===== config.mk =====
export PLATFORM = sky130hd
export DESIGN_NAME = can_destuff_ctrl
export DESIGN_NICKNAME = d
export VERILOG_FILES = /design/src/rtl/can_destuff_ctrl.sv
export SDC_FILE = /design/constraint.sdc
export NUM_CORES = 1
export LEC_CHECK = 0
export BUFFER_PORTS_ARGS = -buffer_cell sky130_fd_sc_hd__buf_2
export CORE_ASPECT_RATIO = 0.6
export CORE_MARGIN = 2
export CORE_UTILIZATION = 30
export DETAILED_ROUTE_END_ITERATION = 12
export HOLD_SLACK_MARGIN = 0.15
export SETUP_SLACK_MARGIN = 0.5
export SYNTH_ARGS = -nofsm -noshare
export SYNTH_HDL_FRONTEND = slang
export SYNTH_SLANG_ARGS = --single-unit

===== constraint.sdc =====
create_clock -name CLK -period 1.8 [get_ports CLK]
set_input_delay 0.54 -clock CLK [delete_from_list [all_inputs] [get_ports CLK]]
set_output_delay 0.54 -clock CLK [all_outputs]
set_load 0.01 [all_outputs]

===== src/rtl/can_destuff_ctrl.sv =====
// ---------------------------------------------------------------------------
// can_destuff_ctrl
// Receive-side CAN bit destuffing controller. It integrates onto the bus
// (IDLE_LEN recessive samples), detects SOF, strips stuff bits inside the
// stuffed region and flags stuff-rule violations. All outputs are registered
// and respond one cycle after the qualifying sample.
//
// Ports
//   CLK          in   clock, rising edge
//   RST          in   synchronous active-high reset
//   sample_valid in   one-cycle strobe qualifying rx_bit
//   rx_bit       in   sampled bus level (1 = recessive, 0 = dominant)
//   stuff_en     in   high while the bit-stuffed region is active
//   frame_done   in   one-cycle end-of-frame pulse from the frame decoder
//   data_valid   out  one-cycle pulse, destuffed bit on data_bit
//   data_bit     out  destuffed bit
//   stuff_drop   out  one-cycle pulse, a stuff bit was removed
//   stuff_err    out  one-cycle pulse, stuff-rule violation
//   bus_idle     out  high while state is IDLE
//   state        out  INTEG=0, IDLE=1, FRAME=2, ERR=3
// ---------------------------------------------------------------------------
module can_destuff_ctrl #(
   parameter int STUFF_LEN = 5,
   parameter int IDLE_LEN  = 11
) (
   input  logic       CLK,
   input  logic       RST,
   input  logic       sample_valid,
   input  logic       rx_bit,
   input  logic       stuff_en,
   input  logic       frame_done,
   output logic       data_valid,
   output logic       data_bit,
   output logic       stuff_drop,
   output logic       stuff_err,
   output logic       bus_idle,
   output logic [1:0] state
);

   localparam int CW = $clog2(STUFF_LEN + 1);
   localparam int IW = $clog2(IDLE_LEN + 1);

   localparam logic [1:0] INTEG = 2'd0;
   localparam logic [1:0] IDLE  = 2'd1;
   localparam logic [1:0] FRAME = 2'd2;
   localparam logic [1:0] ERR   = 2'd3;

   localparam logic [CW-1:0] CNT_ONE   = CW'(1);
   localparam logic [CW-1:0] CNT_MAX   = CW'(STUFF_LEN);
   localparam logic [IW-1:0] ICNT_LAST = IW'(IDLE_LEN - 1);

   logic [CW-1:0] cnt, cnt_n;
   logic          last, last_n;
   logic [IW-1:0] icnt, icnt_n;
   logic [1:0]    state_n;
   logic          dv_n, db_n, drop_n, err_n;

   // Next-state and output decode. Pulses default low so they only rise in
   // the cycle after a qualifying sample; data_bit holds its last value.
   always_comb begin
      state_n = state;
      cnt_n   = cnt;
      last_n  = last;
      icnt_n  = icnt;
      dv_n    = 1'b0;
      db_n    = data_bit;
      drop_n  = 1'b0;
      err_n   = 1'b0;
      case (state)
         INTEG: begin
            if (sample_valid) begin
               if (rx_bit) begin
                  // The sample that would make icnt reach IDLE_LEN completes integration
                  if (icnt == ICNT_LAST) begin
                     state_n = IDLE;
                     icnt_n  = '0;
                  end else begin
                     icnt_n = icnt + 1'b1;
                  end
               end else begin
                  icnt_n = '0;
               end
            end
         end
         IDLE: begin
            if (sample_valid && !rx_bit) begin
               dv_n    = 1'b1;
               db_n    = 1'b0;
               last_n  = 1'b0;
               cnt_n   = CNT_ONE;
               state_n = FRAME;
            end
         end
         FRAME: begin
            // End of frame returns to IDLE, but a coincident stuff error
            // below overrides this and goes to ERR instead
            if (frame_done) begin
               state_n = IDLE;
            end
            if (sample_valid) begin
               if (!stuff_en) begin
                  dv_n   = 1'b1;
                  db_n   = rx_bit;
                  cnt_n  = CNT_ONE;
                  last_n = rx_bit;
               end else if (cnt < CNT_MAX) begin
                  dv_n = 1'b1;
                  db_n = rx_bit;
                  if (rx_bit == last) begin
                     cnt_n = cnt + 1'b1;
                  end else begin
                     cnt_n  = CNT_ONE;
                     last_n = rx_bit;
                  end
               end else if (rx_bit != last) begin
                  // Stuff bit: dropped, but it opens a new run of its own polarity
                  drop_n = 1'b1;
                  last_n = rx_bit;
                  cnt_n  = CNT_ONE;
               end else begin
                  err_n   = 1'b1;
                  state_n = ERR;
               end
            end
         end
         default: begin
            // ERR lasts one cycle; any sample seen here is thrown away
            state_n = INTEG;
            icnt_n  = '0;
         end
      endcase
   end

   // State and registered outputs; reset overrides every other input
   always_ff @(posedge CLK) begin
      if (RST) begin
         state      <= INTEG;
         icnt       <= '0;
         cnt        <= '0;
         last       <= 1'b1;
         data_bit   <= 1'b1;
         data_valid <= 1'b0;
         stuff_drop <= 1'b0;
         stuff_err  <= 1'b0;
         bus_idle   <= 1'b0;
      end else begin
         state      <= state_n;
         icnt       <= icnt_n;
         cnt        <= cnt_n;
         last       <= last_n;
         data_bit   <= db_n;
         data_valid <= dv_n;
         stuff_drop <= drop_n;
         stuff_err  <= err_n;
         bus_idle   <= (state_n == IDLE);
      end
   end

endmodule

======== Word level (Yosys, flattened, before mapping) ========
Index checks and enable logic that the tools add are counted.
word-level totals
  input bits .............................. 6
  logic and storage cells ................. 77
  bits in registers ....................... 15
  output and inout port bits .............. 7
operators by class
  $add $sub $neg .......................... 2
  multiplexer cells ....................... 39
  bitwise logic cells ..................... 4
  order comparisons ....................... 1
  reductions and logical operators ........ 10
  eq/ne operators ......................... 12
operator list
  kind                   number
  $mux W2                9
  $mux W3                6
  $mux W1                15
  $mux W4                3
  $ne A4 B4 Y1 const B   2
  $pmux W4 S2            1
  $reduce_and A4 Y1      2
  $ne A2 B2 Y1 const B   3
  $pmux W1 S2            3
  $pmux W2 S3            1
  $pmux W3 S2            1
  $reduce_and A5 Y1      1
  $reduce_or A5 Y1       1
  $add A4 B1 Y4 const B  1
  $eq A2 B1 Y1 const B   2
  $eq A4 B4 Y1 const B   1
  $not A1 Y1             4
  $add A3 B1 Y3 const B  1
  $lt A3 B3 Y1 const B   1
  $ne A3 B3 Y1 const B   1
  $eq A2 B2 Y1 const B   1
  $logic_not A2 Y1       1
  $reduce_and A2 Y1      1
  $reduce_bool A2 Y1     1
  5 further kinds        5

======== Depth between registers and ports, before layout ========
  word-level depth ........................ 7
  mapped depth ............................ 7
  gate-level depth less buffers ........... 6

======== Least setup slack after synthesis ========
No wires, ideal clock.
  kind .................................... reg-to-reg
  start ................................... register state[1]
  end ..................................... register bus_idle
  buffers on the path ..................... 0
  data required time ...................... 1.712 ns
  setup time .............................. 0.088 ns
  setup slack ............................. 0.201 ns
  clock period less this slack ............ 1.599 ns
  arrival time ............................ 1.511 ns
  stages on the path, launching flop included .. 7
  path through ............................ dfxtp_1 inv_1 ha_1 nand3b_1 a2bb2oi_1 a211o_1 nor4_2
on the way
  longest elaborated chain between the ends .. 7
  elaborated cells on any way between the ends .. 14
ends and longest elaborated chain
  item                    line  source
  from (decl)             37    output logic [1:0] state
  from (signal assigned)  147   state <= state_n;
  $mux W2                 97    if (frame_done) begin
  $mux W2                 115   end else if (rx_bit != last) begin
  $mux W2                 106   end else if (cnt < CNT_MAX) begin
  $mux W2                 101   if (!stuff_en) begin
  $mux W2                 100   if (sample_valid) begin
  $pmux W2 S3 (*)         69    case (state)
  $eq A2 B1 Y1 (*)        155   bus_idle <= (state_n == IDLE);
  to (signal assigned)    155
  to (decl)               36    output logic bus_idle,
Every way passes the cells marked *; elsewhere a longest branch is shown, timed or not.
A chain may end at the register's enable or synchronous reset.

======== Worst setup path in the final report ========
  start ................................... register state[1]
  end ..................................... register state[1]
on the way
  longest elaborated chain between the ends .. 6
  elaborated cells on any way between the ends .. 13
ends and longest elaborated chain
  item             line
  $mux W2          97
  $mux W2          115
  $mux W2          106
  $mux W2          101
  $mux W2          100
  $pmux W2 S3 (*)  69
Marks and branches as above.

==> results.yml <==
status:
  outcome: "finished, final reports clean"
synth:
  synth-edff-count: 0
  synth_area_um2: 850
  synthCells: 96
  ys_warn_count: 0
  avgSynthCellArea_um2: 8.85
  ys_ff_latch: 15
  synthArstFlopShare_pct: 0
  synth_flop_cell: "dfxtp_1"
  ys_seq_area_share_pct: 35.3
  synth_cell_types: 35
  synth_nets: 109
layout:
  layout_common_cells: "12 x dfxtp_1, 10 x buf_2, 8 x nor2_1"
  fill_cells: 243
  final_common_cell: "dfxtp_1"
  final_cells: 147
  final_layout_size_suffix_gt1_share_pct: 39.1
  antenna_cells: 0
  area_growth_pct: 37.3
  nets: 129
  postLayoutCoreUtil_pct: 45.0
clocking:
  clk_path_buf_depth: 2
  htree_levels: 1
  clock_sinks: 15
  cts_root_buf: "clkbuf_8"
  hold_buffers: 0
  cts_tree: "yes"
  worst_skew_pair.late_latency_ns: 0.24
  cts_buffers: 3
  path_clk_slew_ns: 0.06
worst_setup_path:
  cp-start-kind: "register"
  crit_type: "register to register"
  end_kind: "register"
  arrival_ns: 1.59
  path_max_fanout: 7
  worstPathRequired_ns: 1.93
pwr:
  vdd_drop_max_uv: 368
  power_density_nw_per_um2: 561
  leakage_nw: 0.466
  total_power_w: 0.000654
run:
  cap_violations: 0
routing:
  wl_um: 1940
  num_vias: 767
  drtIter0Drc: 48
  drc: 0
  drt_pre_antenna_iters: 4
  vias_per_cell: 5.22
  antenna_left: 0
  wl_per_cell_um: 13.2
floorplan:
  coreArea_um2: 2590
  rows: 14
  dieWidth_um: 72.7
  start_util_pct: 32.8
  dieArea_um2: 3290
  ioPinCount: 13
  die_h_um: 45.2
timing:
  setup_viol: 0
  max_freq_ghz: 0.686
  min_period_over_period_pct: 81.0
  rsz0062_at_grt: "yes"
  worst_pin_slew_ns: 0.231
  slew_viol_final: 0
  min_period_ns: 1.46
  fin_worst_skew_ns: 0.00209
  fin_setup_tns_ns: 0
  hold_viol: 0
  relSlewSlack_pct: 84.4
global_route:
  grt_start_max_net_pins: 12
  grt_overflow: 0
  grt_pass1_wl_um: 3040
  track_usage_pct: 12.7
  antenna_found_initial: 0
  grt_pass1_vias: 630
place:
  io_buffers: 12
  routabilityCongestion: 0.759
  placed_cells: 137
  dpl.hpwl_um: 1380
min_path:
  hp-class: "register to register"
==> layer usage <==
layer / vias up / track usage (%) / wire (um)
li1: 391 / - / -
met4: 0 / 4.44 / 19
met5: - / 0 / 0
met2: 26 / 17.1 / 800
met3: 2 / 5.13 / 131
met1: 348 / 18.1 / 987
==> metrics by stage <==
stage	hold slack, ns	cell area, um^2	setup slack (ns)
finish	0.505	1170	0.343
global route	0.514	1170	0.311
CTS	0.499	1090	0.379
detailed placement	0.472	995	0.189
global placement	0.485	995	0.177
floorplan	0.485	930	0.353
==> power breakdown <==
group	internal (W)	total (W)	switching (W)
Combinational	0.0000222	0.0000521	0.0000299
Clock	0.000157	0.000264	0.000107
Sequential	0.000334	0.000338	0.00000438
==> synthesized netlist by cell type, types with 2 or more instances <==
library cell | number | area share, %
nand2_1 | 3 | 1.3
dfxtp_1 | 15 | 35
nor2_1 | 11 | 4.9
o21ai_0 | 3 | 1.8
a21oi_1 | 5 | 2.9
nor3b_1 | 4 | 3.5
inv_1 | 4 | 1.8
nor3_1 | 5 | 2.9
nand3b_1 | 3 | 2.7
o21a_1 | 2 | 1.8
nand2b_1 | 2 | 1.5
ha_1 | 7 | 10
xnor2_1 | 3 | 3.1
nor2b_1 | 2 | 1.5
a211oi_1 | 2 | 1.8
nand3_1 | 6 | 3.5
==> what timing repair did <==
action,4_1_cts,5_1_grt
pin swaps,4,10
setup endpoints to repair,13,14
gates cloned,0,0
resized for setup,5,15
buffers inserted,4,2
==> registers in the layout, summed over array words and instances (netlist names) <==
name and cells:
bus_idle 1, cnt 3, data_bit 1, data_valid 1
icnt 4, last 1, state 2, stuff_drop 1
stuff_err 1
==> critical path, stage by stage (launching register included) <==
cell and delay [ns]:
dfxtp_4 0.37, inv_4 0.05, ha_4 0.17, nand3b_1 0.18, a2bb2oi_1 0.15, a211o_1 0.27, nor3b_2 0.16
==> worst paths after layout <==
kind	startpoint	to	slack, ns	cells after the start
max	state[1]$_SDFF_PP0_	state[1]$_SDFF_PP0_	0.34	6
min	data_bit$_SDFFE_PP1P_	data_bit$_SDFFE_PP1P_	0.50	1
max reg2reg	state[1]$_SDFF_PP0_	state[1]$_SDFF_PP0_	0.34	6
min reg2reg	data_bit$_SDFFE_PP1P_	data_bit$_SDFFE_PP1P_	0.50	1
==> layout make-up <==
class                   instances  area [um^2]  share of cell area [%]
multi-input cells              74          631                    54.1
flip-flops and latches         15          309                    26.5
repair buffers                 18          121                    10.4
clock buffers                   4         45.0                    3.86
well taps                      32         40.0                    3.43
inverters                       4         20.0                    1.72
==> kinds of logic (layout without fill, tap and decap cells) <==
group	count (synthesis)	count (layout)	share of synthesized area, %
and+or+nand+nor	43	43	29.2
adders and majority gates	7	7	10.3
buffers and inverters	7	26	4.12
DFF	15	15	35.3
xor gates and xnor gates	4	4	5.01
AOI/OAI and AO/OA	20	20	16.1
Power figures use the tool's default switching activity.
